[config.mk]
export PLATFORM = sky130hd
export DESIGN_NAME = hazard_fwd_unit
export DESIGN_NICKNAME = d
export VERILOG_FILES = /design/src/rtl/hazard_fwd_unit_pkg.sv /design/src/rtl/hazard_fwd_unit_fwd_sel_ch.sv /design/src/rtl/hazard_fwd_unit.sv
export SDC_FILE = /design/constraint.sdc
export NUM_CORES = 1
export LEC_CHECK = 0
export BUFFER_PORTS_ARGS = -buffer_cell sky130_fd_sc_hd__buf_2
export CAP_MARGIN = 20
export CORE_MARGIN = 2
export CORE_UTILIZATION = 30
export DETAILED_ROUTE_END_ITERATION = 8
export PLACE_DENSITY = 0.57
export SLEW_MARGIN = 20
export SYNTH_ARGS = -nofsm -noshare
export SYNTH_HDL_FRONTEND = slang
export SYNTH_SLANG_ARGS = --single-unit
export TNS_END_PERCENT = 10
[constraint.sdc]
create_clock -name clk -period 4.6 [get_ports clk]
set_input_delay 0.46 -clock clk [delete_from_list [all_inputs] [get_ports clk]]
set_output_delay 0.46 -clock clk [all_outputs]
set_load 0.1 [all_outputs]
[src/rtl/hazard_fwd_unit_pkg.sv]
// -----------------------------------------------------------------------------
// hazard_pkg
// Shared encodings for the ID/EX hazard and forwarding logic:
//   - fwd_sel_e : per-channel operand source (register file, EX/MEM ALU
//                 result, MEM/WB write-back data)
//   - state_e   : load-use stall state machine encoding
//   - NOP_CTRL_DEF : control bundle injected into EX for a bubble
//                    (ALUOp field = 4'b1111, everything else inactive)
//   - CNT_W     : width of the stall counter (LOAD_LAT is at most 3)
// -----------------------------------------------------------------------------
package hazard_pkg;

  typedef enum logic [1:0] {
    FWD_RF  = 2'b00,
    FWD_MEM = 2'b01,
    FWD_WB  = 2'b10
  } fwd_sel_e;

  typedef enum logic {
    ST_RUN     = 1'b0,
    ST_LDSTALL = 1'b1
  } state_e;

  localparam logic [15:0] NOP_CTRL_DEF = 16'h000F;

  localparam int CNT_W = 2;

endpackage

[src/rtl/hazard_fwd_unit_fwd_sel_ch.sv]
// -----------------------------------------------------------------------------
// fwd_sel_ch
// Forwarding selector for one EX-stage source operand channel.
// Priority: EX/MEM ALU result (only when the MEM instruction is not a load,
// because a load's ALU result is an address), then MEM/WB write-back data,
// then the registered register-file value. Register 0 and channels that do
// not read a source always take the register-file value.
//
// Ports:
//   i_src          registered source register number of this channel
//   i_use          channel actually reads its source
//   i_mem_rd       EX/MEM destination
//   i_mem_regwrite EX/MEM writes a register
//   i_mem_memread  EX/MEM is a load
//   i_mem_alu      EX/MEM ALU result
//   i_wb_rd        MEM/WB destination
//   i_wb_regwrite  MEM/WB writes a register
//   i_wb_data      MEM/WB final write-back data
//   i_rf_data      registered register-file read data
//   o_opnd         forwarded operand
//   o_sel          chosen source (fwd_sel_e encoding)
// -----------------------------------------------------------------------------
module fwd_sel_ch
  import hazard_pkg::*;
#(
  parameter int DW = 32,
  parameter int RW = 5
) (
  input  logic [RW-1:0] i_src,
  input  logic          i_use,
  input  logic [RW-1:0] i_mem_rd,
  input  logic          i_mem_regwrite,
  input  logic          i_mem_memread,
  input  logic [DW-1:0] i_mem_alu,
  input  logic [RW-1:0] i_wb_rd,
  input  logic          i_wb_regwrite,
  input  logic [DW-1:0] i_wb_data,
  input  logic [DW-1:0] i_rf_data,
  output logic [DW-1:0] o_opnd,
  output logic [1:0]    o_sel
);

  fwd_sel_e w_sel;

  always_comb begin
    w_sel = FWD_RF;
    if (i_use && (i_src != '0)) begin
      if (i_mem_regwrite && !i_mem_memread && (i_mem_rd == i_src)) begin
        w_sel = FWD_MEM;
      end else if (i_wb_regwrite && (i_wb_rd == i_src)) begin
        w_sel = FWD_WB;
      end
    end
  end

  always_comb begin
    case (w_sel)
      FWD_MEM: o_opnd = i_mem_alu;
      FWD_WB:  o_opnd = i_wb_data;
      default: o_opnd = i_rf_data;
    endcase
  end

  assign o_sel = w_sel;

endmodule

[src/rtl/hazard_fwd_unit.sv]
// -----------------------------------------------------------------------------
// hazard_fwd_unit
// Owns the ID/EX control/address register, the load-use stall state machine
// and the EX-stage operand forwarding for NSRC source channels.
//
// Ports:
//   clk, rst_n        clock (rising edge), asynchronous active-low reset
//   flush             branch/jump redirect; squash instruction entering EX
//   id_src/id_use     decode source registers (channel i at [i*RW+:RW]) and
//                     per-channel "reads its source" bits
//   id_rd/id_regwrite/id_memread/id_ctrl  decode destination and control
//   rf_data           register-file read data, registered alongside ID/EX
//   mem_*             EX/MEM destination, write enable, load flag, ALU result
//   wb_*              MEM/WB destination, write enable, write-back data
//   stall             hold PC and IF/ID
//   ex_ctrl/ex_rd/ex_regwrite/ex_memread  registered ID/EX contents
//   ex_opnd           forwarded operands, channel i at [i*DW+:DW]
//   ex_fwd_sel        per-channel source, 00 regfile / 01 mem_alu / 10 wb_data
// -----------------------------------------------------------------------------
module hazard_fwd_unit
  import hazard_pkg::*;
#(
  parameter int                 DW       = 32,
  parameter int                 RW       = 5,
  parameter int                 NSRC     = 2,
  parameter int                 LOAD_LAT = 1,
  parameter int                 CTRL_W   = 16,
  parameter logic [CTRL_W-1:0]  NOP_CTRL = CTRL_W'(NOP_CTRL_DEF)
) (
  input  logic                 clk,
  input  logic                 rst_n,
  input  logic                 flush,
  input  logic [NSRC*RW-1:0]   id_src,
  input  logic [NSRC-1:0]      id_use,
  input  logic [RW-1:0]        id_rd,
  input  logic                 id_regwrite,
  input  logic                 id_memread,
  input  logic [CTRL_W-1:0]    id_ctrl,
  input  logic [NSRC*DW-1:0]   rf_data,
  input  logic [RW-1:0]        mem_rd,
  input  logic                 mem_regwrite,
  input  logic                 mem_memread,
  input  logic [DW-1:0]        mem_alu,
  input  logic [RW-1:0]        wb_rd,
  input  logic                 wb_regwrite,
  input  logic [DW-1:0]        wb_data,
  output logic                 stall,
  output logic [CTRL_W-1:0]    ex_ctrl,
  output logic [RW-1:0]        ex_rd,
  output logic                 ex_regwrite,
  output logic                 ex_memread,
  output logic [NSRC*DW-1:0]   ex_opnd,
  output logic [2*NSRC-1:0]    ex_fwd_sel
);

  // Counter value loaded on the hazard cycle: remaining extra bubbles.
  localparam logic [CNT_W-1:0] LAT_M1   = CNT_W'(LOAD_LAT - 1);
  localparam logic             LONG_LAT = (LOAD_LAT > 1);

  state_e              r_state;
  state_e              w_state_nxt;
  logic [CNT_W-1:0]    r_cnt;
  logic [CNT_W-1:0]    w_cnt_nxt;

  logic [CTRL_W-1:0]   r_ctrl;
  logic [RW-1:0]       r_rd;
  logic                r_regwrite;
  logic                r_memread;
  logic [NSRC*RW-1:0]  r_src;
  logic [NSRC-1:0]     r_use;
  logic [NSRC*DW-1:0]  r_data;

  logic                w_hit;
  logic                w_stall;
  logic                w_load_id;

  // Load-use hazard: the instruction in EX is a load whose destination is
  // read by the instruction in decode.
  always_comb begin
    w_hit = 1'b0;
    for (int i = 0; i < NSRC; i++) begin
      if (id_use[i] && r_memread && (r_rd != '0) && (id_src[i*RW +: RW] == r_rd)) begin
        w_hit = 1'b1;
      end
    end
  end

  // Next-state / output logic. Flush always wins: it squashes the incoming
  // instruction and releases any pending stall in the same cycle.
  always_comb begin
    w_state_nxt = r_state;
    w_cnt_nxt   = r_cnt;
    w_stall     = 1'b0;
    w_load_id   = 1'b0;
    case (r_state)
      ST_RUN: begin
        if (flush) begin
          w_state_nxt = ST_RUN;
        end else if (w_hit) begin
          w_stall   = 1'b1;
          w_cnt_nxt = LAT_M1;
          if (LONG_LAT) begin
            w_state_nxt = ST_LDSTALL;
          end
        end else begin
          w_load_id = 1'b1;
        end
      end
      ST_LDSTALL: begin
        if (flush) begin
          w_state_nxt = ST_RUN;
          w_cnt_nxt   = '0;
        end else begin
          w_stall   = 1'b1;
          w_cnt_nxt = r_cnt - 1'b1;
          // The last bubble is being inserted when the counter reaches zero
          // on this edge; the held instruction issues on the following cycle.
          if (r_cnt <= CNT_W'(1)) begin
            w_state_nxt = ST_RUN;
          end
        end
      end
      default: begin
        w_state_nxt = ST_RUN;
        w_cnt_nxt   = '0;
      end
    endcase
  end

  always_ff @(posedge clk or negedge rst_n) begin
    if (!rst_n) begin
      r_state <= ST_RUN;
      r_cnt   <= '0;
    end else begin
      r_state <= w_state_nxt;
      r_cnt   <= w_cnt_nxt;
    end
  end

  // ID/EX register: either the decode fields or a bubble.
  always_ff @(posedge clk or negedge rst_n) begin
    if (!rst_n) begin
      r_ctrl     <= NOP_CTRL;
      r_rd       <= '0;
      r_regwrite <= 1'b0;
      r_memread  <= 1'b0;
      r_src      <= '0;
      r_use      <= '0;
      r_data     <= '0;
    end else if (w_load_id) begin
      r_ctrl     <= id_ctrl;
      r_rd       <= id_rd;
      r_regwrite <= id_regwrite;
      r_memread  <= id_memread;
      r_src      <= id_src;
      r_use      <= id_use;
      r_data     <= rf_data;
    end else begin
      r_ctrl     <= NOP_CTRL;
      r_rd       <= '0;
      r_regwrite <= 1'b0;
      r_memread  <= 1'b0;
      r_src      <= '0;
      r_use      <= '0;
      r_data     <= '0;
    end
  end

  // EX stage: per-channel forwarding on the registered source/use bits.
  for (genvar g = 0; g < NSRC; g++) begin : g_ch
    logic [DW-1:0] w_opnd;
    logic [1:0]    w_sel;

    fwd_sel_ch #(
      .DW (DW),
      .RW (RW)
    ) u_fwd (
      .i_src          (r_src[g*RW +: RW]),
      .i_use          (r_use[g]),
      .i_mem_rd       (mem_rd),
      .i_mem_regwrite (mem_regwrite),
      .i_mem_memread  (mem_memread),
      .i_mem_alu      (mem_alu),
      .i_wb_rd        (wb_rd),
      .i_wb_regwrite  (wb_regwrite),
      .i_wb_data      (wb_data),
      .i_rf_data      (r_data[g*DW +: DW]),
      .o_opnd         (w_opnd),
      .o_sel          (w_sel)
    );

    assign ex_opnd[g*DW +: DW]  = w_opnd;
    assign ex_fwd_sel[g*2 +: 2] = w_sel;
  end

  assign stall       = w_stall;
  assign ex_ctrl     = r_ctrl;
  assign ex_rd       = r_rd;
  assign ex_regwrite = r_regwrite;
  assign ex_memread  = r_memread;

endmodule
# == After elaboration in Yosys (flattened, before gate mapping) ==
# Index checks and enable logic that the tools add are counted.
# word_totals
ff_bits,102
input_bits,179
out_inout_bits,92
# op_classes
n_lt_le_gt_ge,1
bitwise_logic,1
muxes,31
eq_ne,12
n_reduce_logical,18
add_sub_neg,1
# ops
cell,n
$pmux 32 s2,2
$mux 64,1
$eq 5x5->1,6
$mux 2,10
$mux 16,1
$reduce_bool 5->1,3
$logic_and 1x1->1,13
$mux 1,12
$mux 10,1
$mux 5,1
$eq 2x1->1 const B,2
$eq 2x2->1 const B,2
$ne 2x2->1 const B,2
$pmux 1 s2,2
$pmux 2 s2,1
$le 2x1->1 const B,1
$reduce_and 2->1,1
$sub 2x1->2 const B,1
$logic_not 1->1,1
$not 1->1,1

# == Longest topological paths before layout ==
# Gate-level depths: netlist of run 1.
# logic_depth
ltp_word,9
mapped_depth,10
ltp_nobuf,8

# == Modules after synthesis ==
# A second synthesis of run 1 with hierarchy kept.
# hier_totals
cells_unflattened,504
hier_area_um2,5062.4
# modules_own_cells
mod,n_inst,cells_each,area_each_um2,seq_area_each_um2
hazard_fwd_unit,1,240,3543.4,2557.5
fwd_sel_ch,2,132,759.5,0.0

# == Worst setup path after synthesis of run 1 ==
# Ideal clock, no wire load.
# synth_path
path_kind,input to output
from,input port wb_rd[2]
to,output port ex_opnd[10]
arrival_time_ps,4833
n_path_buf,1
setup_slack_ps,-693
cell_stages,9
cell_sequence,xor2_1 nor4_1 nand3_1 or3_1 inv_1 ha_1 clkbuf_1 a22oi_1 o21ai_0
# synth_between
elab_chain_len,7
elab_cells_between_ends,8
classes_between,eq/ne (3); mux (4); reduce/logical (1)
# synth_lines
element,line,rtl
"start, declared",hazard_fwd_unit.sv:44,"input logic [RW-1:0] wb_rd,"
$eq 5x5->1 *,hazard_fwd_unit_fwd_sel_ch.sv:50,end else if (i_wb_regwrite && (i_wb_rd == i_src)) begin
$logic_and 1x1->1 *,hazard_fwd_unit_fwd_sel_ch.sv:50,
$mux 2 *,hazard_fwd_unit_fwd_sel_ch.sv:50,
$mux 2 *,hazard_fwd_unit_fwd_sel_ch.sv:48,if (i_mem_regwrite && !i_mem_memread && (i_mem_rd == i_src)) begin
$mux 2 *,hazard_fwd_unit_fwd_sel_ch.sv:47,if (i_use && (i_src != '0)) begin
named net ex_fwd_sel[1],hazard_fwd_unit.sv:53,output logic [2*NSRC-1:0] ex_fwd_sel
$eq 2x2->1 or $eq 2x1->1 (tied branches),hazard_fwd_unit_fwd_sel_ch.sv:57,case (w_sel)
$pmux 32 s2 *,hazard_fwd_unit_fwd_sel_ch.sv:57,
"end, declared",hazard_fwd_unit.sv:52,"output logic [NSRC*DW-1:0] ex_opnd,"
# Mark *: on every way through the listed nets, which the timed path passes. The rest lies on a longest branch.

# == Final worst setup path of run 1 ==
# layout_path
from,register r_src[2]
to,output port ex_opnd[20]
# layout_between
elab_chain_len,7
elab_cells_between_ends,12
classes_between,eq/ne (4); mux (4); reduce/logical (4)
# layout_lines
element,line,rtl
"start, declared",hazard_fwd_unit.sv:69,logic [NSRC*RW-1:0] r_src;
"start signal, assigned",hazard_fwd_unit.sv:155,r_src <= id_src;
$eq 5x5->1,hazard_fwd_unit_fwd_sel_ch.sv:50,
$logic_and 1x1->1,hazard_fwd_unit_fwd_sel_ch.sv:50,
$mux 2,hazard_fwd_unit_fwd_sel_ch.sv:50,
$mux 2,hazard_fwd_unit_fwd_sel_ch.sv:48,
$mux 2 *,hazard_fwd_unit_fwd_sel_ch.sv:47,
$eq 2x2->1 or $eq 2x1->1 (tied branches),hazard_fwd_unit_fwd_sel_ch.sv:57,
$pmux 32 s2 *,hazard_fwd_unit_fwd_sel_ch.sv:57,
# Every way passes the cells marked *; elsewhere a longest branch is shown, timed or not.

==> results.py, run 1 <==
metrics = {
    "finish": {
        "utilization": 0.419,
        "stdcell_area_um2": 6900,
        "final_nets": 941,
        "areaGrowthSynthToFinish_pct": 37.2,
        "drive_gt1_frac": 0.499,
    },
    "timing": {
        "rsz0062_at_grt": "no",
        "fin_skew_ns": 0.00519,
        "fin_tns_setup_ns": 0,
        "hold_viol_final": 0,
        "setup_viol": 0,
        "slew_headroom": 0.405,
        "tightest_slew_ns": 0.893,
        "period_share": 0.845,
        "clock.fmax_mhz": 257,
        "slew_violations": 0,
        "period_needed_ns": 3.89,
    },
    "pwr": {
        "p_int_w": 0.00152,
        "swShare": 0.346,
        "combPwrFrac": 0.250,
        "p_leak_nw": 3.43,
        "peakVddDrop_mv": 0.152,
        "p_per_area_nw_per_um2": 337,
        "p_switching_w": 0.000804,
        "clockPowerShare": 0.336,
        "seqPwrFrac": 0.414,
    },
    "route": {
        "met3WireLength_um": 1350,
        "drc": 0,
        "antenna_left": 0,
        "dr.pass1.iters": 5,
        "viasPerCell": 4.62,
        "wirelength_um": 15200,
        "drtIter0Drc": 205,
        "num_vias": 4543,
        "dr_wl_met2_um": 7080,
        "wl_per_cell_um": 15.5,
        "met1Wirelength_um": 6490,
        "top_layer_used": "met5",
    },
    "yosys": {
        "synthesis.nets": 689,
        "syn_inst": 505,
        "synth_top_area_share": 0.488,
        "synth_area_per_cell_um2": 9.95,
        "synth-seq-cells": 102,
        "synth_area_leaders": "dfrtp_1, and2_2, a22oi_1",
        "syn_area_um2": 5030,
        "synth_cell_types": 27,
        "synth_warnings": 0,
        "synth_top_area_cell": "dfrtp_1",
        "synth-seq-area-share": 0.509,
    },
    "placed_design": {
        "dpl.hpwl_um": 11300,
        "place_congestion": 0.797,
        "io_buffer_count": 270,
        "placed_cell_area_um2": 6590,
    },
    "cts": {
        "cts_max_level": 3,
        "numCtsBuffers": 9,
        "clock_latency_ns": 0.35,
        "clkSlewWorstSetupHoldPaths_ns": 0.07,
        "cts.sinks": 102,
        "cts_post_setup_buffers_inserted": 0,
        "cts-hold-fix-buffers": 0,
        "cts_root_buf": "clkbuf_16",
        "tritoncts": "yes",
        "cts_resized": 0,
        "clockBufferDepth": 2,
    },
    "setup_path": {
        "startpoint_type": "register",
        "critPathRequiredTime_ns": 4.14,
        "ff2ff_setup_slack_ns": 2.05,
        "cp_max_fo": 32,
        "crit_type": "reg2out",
        "rr_worst_depth": 5,
        "arrival_ns": 3.43,
        "regToRegEndpoint": "r_data[4]",
        "critPathCaptureType": "output port",
        "worstReg2RegStart": "ex_rd[0]",
    },
    "die": {
        "placement_rows": 47,
        "die_area_um2": 17800,
        "num_io_pins": 271,
        "die_y_um": 133,
        "core_area_um2": 16500,
        "start_util": 0.305,
        "die_w_um": 133,
    },
    "grt": {
        "first_global_vias": 4433,
        "globalRouteTotalUtil": 0.168,
        "grt_max_degree": 77,
        "overflow": 0,
        "antenna_found_initial": 2,
        "grt_pass1_wl_um": 23300,
    },
    "worst_hold_path": {
        "hold_path.class": "in2async",
    },
    "status": {
        "outcome": "completed",
    },
    "flow_run": {
        "maxCapViolCount": 0,
    },
}
[layout by cell type, fill, tap and decap left out, types with 3 or more instances in the layout]
cell,count
nand2_1,70
or4_1,3
o21ai_0,61
xor2_1,10
nand2b_1,5
clkbuf_16,9
buf_2,269
dfstp_2,4
buf_4,6
ha_1,3
a22oi_1,64
nor3_1,3
o21ai_1,6
xnor2_1,20
dfrtp_1,98
and2_1,15
inv_1,8
nand4_1,4
and2_2,80
[how the worst max path moves through the flow]
stage | startpoint | cells past startpoint | slack (ns) | end
after CTS | r_src[8] | 9 | 0.67 | ex_opnd[38]
after detailed placement | wb_rd[2] | 10 | 0.93 | ex_opnd[20]
final | r_src[2] | 9 | 0.71 | ex_opnd[20]
after global routing | r_src[2] | 9 | 0.35 | ex_opnd[20]
after global placement | wb_rd[2] | 10 | 0.92 | ex_opnd[20]
after floorplan | wb_rd[2] | 9 | -0.69 | ex_opnd[16]
[stage by stage]
stage          std cells  hold WS (ns)  total power (W)  setup WS [ns]
3_3_place_gp         966         0.484          0.00156          0.924
4_1_cts              982         0.256          0.00235          0.672
6_report             983         0.225          0.00232          0.713
2_1_floorplan        505         0.164          0.00139         -0.693
3_5_place_dp         966         0.491          0.00156          0.927
5_1_grt              982         0.294          0.00242          0.354
[synthesized netlist by cell type]
library cell  count
dfrtp_1          98
inv_1             8
xor2_1           10
or4_1             3
nor3_1            3
a21o_1            1
nand2b_1          5
o22ai_1           1
a32o_1            1
nand3_1           2
clkbuf_1         34
or3_1             2
a31oi_1           1
nor4_1            2
dfstp_2           4
o21ai_0          67
o21a_1            1
and2_1           15
xnor2_1          20
and2_2           80
nand4_1           4
ha_1              5
buf_6             2
nor2_1            1
a211oi_4          1
a22oi_1          64
nand2_1          70
[sequential cells by signal, indices dropped and copies added, names as in the netlist]
| register | flops |
|---|---|
| ex_ctrl | 16 |
| ex_memread | 1 |
| ex_rd | 5 |
| ex_regwrite | 1 |
| r_cnt | 2 |
| r_data | 64 |
| r_src | 10 |
| r_state | 1 |
| r_use | 2 |
[routing by layer]
metal | vias to the layer above | global-route usage
li1 | 2223 | -
met1 | 2100 | 0.211
met3 | 22 | 0.0502
met2 | 196 | 0.274
met5 | - | 0
met4 | 2 | 0.0609
[kinds of logic (layout without fill, tap and decap cells)]
| family | after synthesis | in the layout | synth area share |
|---|---|---|---|
| AOI/OAI and AO/OA | 137 | 137 | 0.174 |
| other | 0 | 1 | 0 |
| buffers and inverters | 44 | 301 | 0.0358 |
| DFF | 102 | 102 | 0.509 |
| adders and majority gates | 5 | 5 | 0.0124 |
| xor gates and xnor gates | 30 | 30 | 0.0523 |
| and+or+nand+nor | 187 | 187 | 0.217 |
[power groups by stage]
stage,Combinational [W],Clock [W],Sequential (W)
final,0.000580,0.000780,0.000962
after global routing,0.000614,0.000842,0.000966
after CTS,0.000585,0.000807,0.000962
after detailed placement,0.000584,0,0.000979
after global placement,0.000583,0,0.000979
after floorplan,0.000337,0,0.00106
[worst max-delay path: stages, from the launching register on]
cell	delay, ns
dfrtp_1	0.42
xor2_1	0.16
nor4_1	0.30
nand3_1	0.10
or3_1	0.40
inv_1	0.09
ha_2	0.68
a22oi_1	0.27
o21ai_0	0.20
buf_2	0.45
[final cells by class]
cell class / count / area (µm²)
repair buffers: 277 / 1430
inverters: 8 / 30.0
clock buffers: 9 / 225
diodes: 1 / 2.50
clock inverters: 7 / 80.1
flip-flops and latches: 102 / 2560
multi-input cells: 359 / 2290
fillers: 1700 / 9570
well taps: 220 / 275
No activity file was read; power rests on OpenSTA's default activity.
==> run 2, diff against run 1 <==
ABC_AREA = 1   (was default)
PLACE_DENSITY = 0.59   (was 0.57)
clock period = 3.4 ns   (was 4.6 ns; I/O delays follow)
==> run 2 against run 1 <==
Against the previous run:
- die area is 5.0% higher
- total power is 39% higher
- global-route usage is 2.3 points higher
- sequential power is 36% higher
- highest routed layer unchanged
- critical path depth is 4 higher
- worst setup slack worse by 0.48 ns
- first-iteration DRC count is 4.4% lower
- area after synthesis is 5.2% higher
==> results.py, run 2 <==
metrics = {
    "cts": {
        "cts_max_level": 3,
        "tritoncts": "yes",
        "clock_latency_ns": 0.34,
        "clockBufferDepth": 2,
        "cts_root_buf": "clkbuf_16",
        "clkSlewWorstSetupHoldPaths_ns": 0.07,
        "cts.sinks": 102,
        "numCtsBuffers": 9,
    },
    "route": {
        "antenna_left": 0,
        "num_vias": 5484,
        "drc": 0,
        "wirelength_um": 18000,
        "wl_per_cell_um": 14.7,
        "dr.pass1.iters": 4,
        "drtIter0Drc": 196,
        "viasPerCell": 4.46,
    },
    "setup_path": {
        "critPathCaptureType": "output port",
        "arrival_ns": 2.82,
        "startpoint_type": "register",
        "slowest_stage": "buf_2",
        "critPathRequiredTime_ns": 3.06,
        "worstPathCellList": "inv_1, or2_2, o2111ai_1, nor2_1, nand2_1, nand3_1, inv_1, ha_1, inv_1, buf_4, nor2_1, a21oi_4, buf_2",
        "startpoint": "r_src[2]",
        "ff2ff_setup_slack_ns": 1.37,
        "rr_worst_depth": 7,
        "critPathBufInv": 5,
        "cp_max_fo": 32,
        "crit_end": "ex_opnd[20]",
        "regToRegEndpoint": "ex_ctrl[0]",
        "path_common_cell": "inv_1",
        "max_stage_delay_ns": 0.44,
        "cp_top_family": "buffers and inverters",
        "path_depth": 13,
        "crit_type": "reg2out",
        "worstReg2RegStart": "ex_rd[2]",
    },
    "timing": {
        "fin_skew_ns": 0.00834,
        "slew_violations": 0,
        "hold_viol_final": 0,
        "hold_ws_ns": 0.0276,
        "tightest_slew_ns": 0.690,
        "period_needed_ns": 3.16,
        "rsz0062_at_grt": "no",
        "clock.fmax_mhz": 316,
        "slew_headroom": 0.540,
        "setup_viol": 0,
        "period_share": 0.931,
    },
    "finish": {
        "fillers": 1774,
        "largest_register_ff_count": 64,
        "areaGrowthSynthToFinish_pct": 51.7,
        "layout_common_cells": "buf_2, nor2_1, inv_1",
        "stdcell_area_um2": 8020,
        "top_register": "r_data",
        "layout_commonest_cell": "buf_2",
        "final_nets": 1179,
        "drive_gt1_frac": 0.378,
        "stdcell_count": 1229,
    },
    "yosys": {
        "synth-seq-area-share": 0.484,
        "synth_top_area_share": 0.464,
        "syn_inst": 733,
        "synth_cell_types": 22,
        "synth_common_cells": "nor2_1, a21oi_1, inv_1",
        "synthArstFlopShare": 1.00,
        "synth_mux_area_frac": 0,
        "syn_area_um2": 5290,
        "synth-main-ff-cell": "dfrtp_1",
        "synth_area_leaders": "dfrtp_1, nor2_1, a21oi_1",
        "synth_warnings": 0,
        "synth_compound_area_frac": 0.129,
        "synth.most_common_cell": "nor2_1",
        "yosys.area_share.adder": 0.0118,
        "synth-seq-cells": 102,
        "yosys.area_share.simple": 0.233,
        "synthesis.nets": 917,
        "synth_area_per_cell_um2": 7.21,
        "synth_xor_area_frac": 0.0182,
        "synth_top_area_cell": "dfrtp_1",
        "synth_top_family_by_area": "simple AND/OR/NAND/NOR gates",
        "synth-edff-count": 0,
    },
    "placed_design": {
        "place_congestion": 0.883,
        "dpl.hpwl_um": 13400,
        "placed_cell_area_um2": 7600,
        "io_buffer_count": 270,
        "dp.cells": 1209,
    },
    "grt": {
        "globalRouteTotalUtil": 0.190,
        "grt_max_degree": 54,
        "first_global_vias": 5559,
        "antenna_found_initial": 3,
        "overflow": 0,
        "grt_pass1_wl_um": 27300,
    },
    "die": {
        "num_io_pins": 271,
        "die_area_um2": 18700,
        "die_w_um": 137,
        "placement_rows": 48,
        "die_y_um": 137,
        "start_util": 0.307,
        "core_area_um2": 17200,
    },
    "flow_run": {
        "maxCapViolCount": 0,
    },
    "pwr": {
        "p_leak_nw": 4.31,
        "peakVddDrop_mv": 0.197,
        "totalPowerFinal_w": 0.00323,
        "p_per_area_nw_per_um2": 403,
    },
    "worst_hold_path": {
        "hold_path.class": "in2async",
    },
    "status": {
        "outcome": "completed",
    },
}
==> run 2: cell types whose count changed in the layout (fill, tap and decap cells not counted), moves of 48 or more <==
cell,change
a21oi_1,+65
a21oi_4,+60
a22oi_1,-64
and2_2,-80
inv_1,+117
nand2_1,+48
nor2_1,+175
o21ai_0,-58
==> run 2: worst min-delay path by stage <==
stage               startpoint          end  slack (ns)  cells past startpoint
detailed placement       rst_n   r_data[29]        0.43                      1
finish                   rst_n   r_data[29]        0.03                      1
global placement         rst_n   r_data[29]        0.43                      1
floorplan                rst_n  ex_ctrl[10]        0.04                      0
CTS                      rst_n   r_data[29]        0.06                      1
global route             rst_n   r_data[29]        0.08                      1
==> run 2: worst register-to-register path: stages (launching register included) <==
cell,delay (ns)
dfrtp_1,0.43
nor3_1,0.24
nand3_1,0.15
nand2_1,0.14
nand3_4,0.40
buf_12,0.38
inv_1,0.15
nand2_1,0.07
==> run 2: cell type report <==
cell class	count	area [µm²]	share of cell area
diodes	4	10.0	0.00125
multi-input cells	469	2780	0.347
clock buffers	10	239	0.0298
clock inverters	6	45.0	0.00562
inverters	126	473	0.0590
repair buffers	287	1630	0.203
well taps	225	282	0.0351
flip-flops and latches	102	2560	0.319
==> run 2: per-layer routing <==
metal	vias to the layer above	share of wire	global-route usage
met1	2528	0.40	0.222
met4	2	0.017	0.0683
met3	23	0.087	0.0563
met2	194	0.49	0.331
met5	-	0.00067	0
li1	2737	-	-
==> run 2: repair_timing <==
action                     in CTS  in global routing
gates resized for setup         0                 47
hold buffers                    0                  0
setup endpoints to repair       0                 53
buffers inserted                0                  0
==> run 2: report_power, final <==
part	switching (W)	internal (W)	total, W
clock	0.000475	0.000521	0.000996
combinational	0.000695	0.000232	0.000926
sequential	0.0000288	0.00128	0.00131
==> run 2: cells by family after synthesis <==
family / count (synthesis)
AO/OA/AOI/OAI: 135
XOR/XNOR: 11
adder cells (fa/ha/maj): 5
buffers and inverters: 162
flip-flops: 102
AND/OR/NAND/NOR: 318
==> run 2: per-stage QoR <==
stage | setup slack (ns) | TNS, ns | utilization
final | 0.236 | 0 | 0.465
after floorplan | -0.186 | -5.77 | -
after global placement | 0.474 | 0 | 0.441
after CTS | 0.0911 | 0 | 0.458
after global routing | 0.000402 | 0 | 0.464
after detailed placement | 0.466 | 0 | 0.441
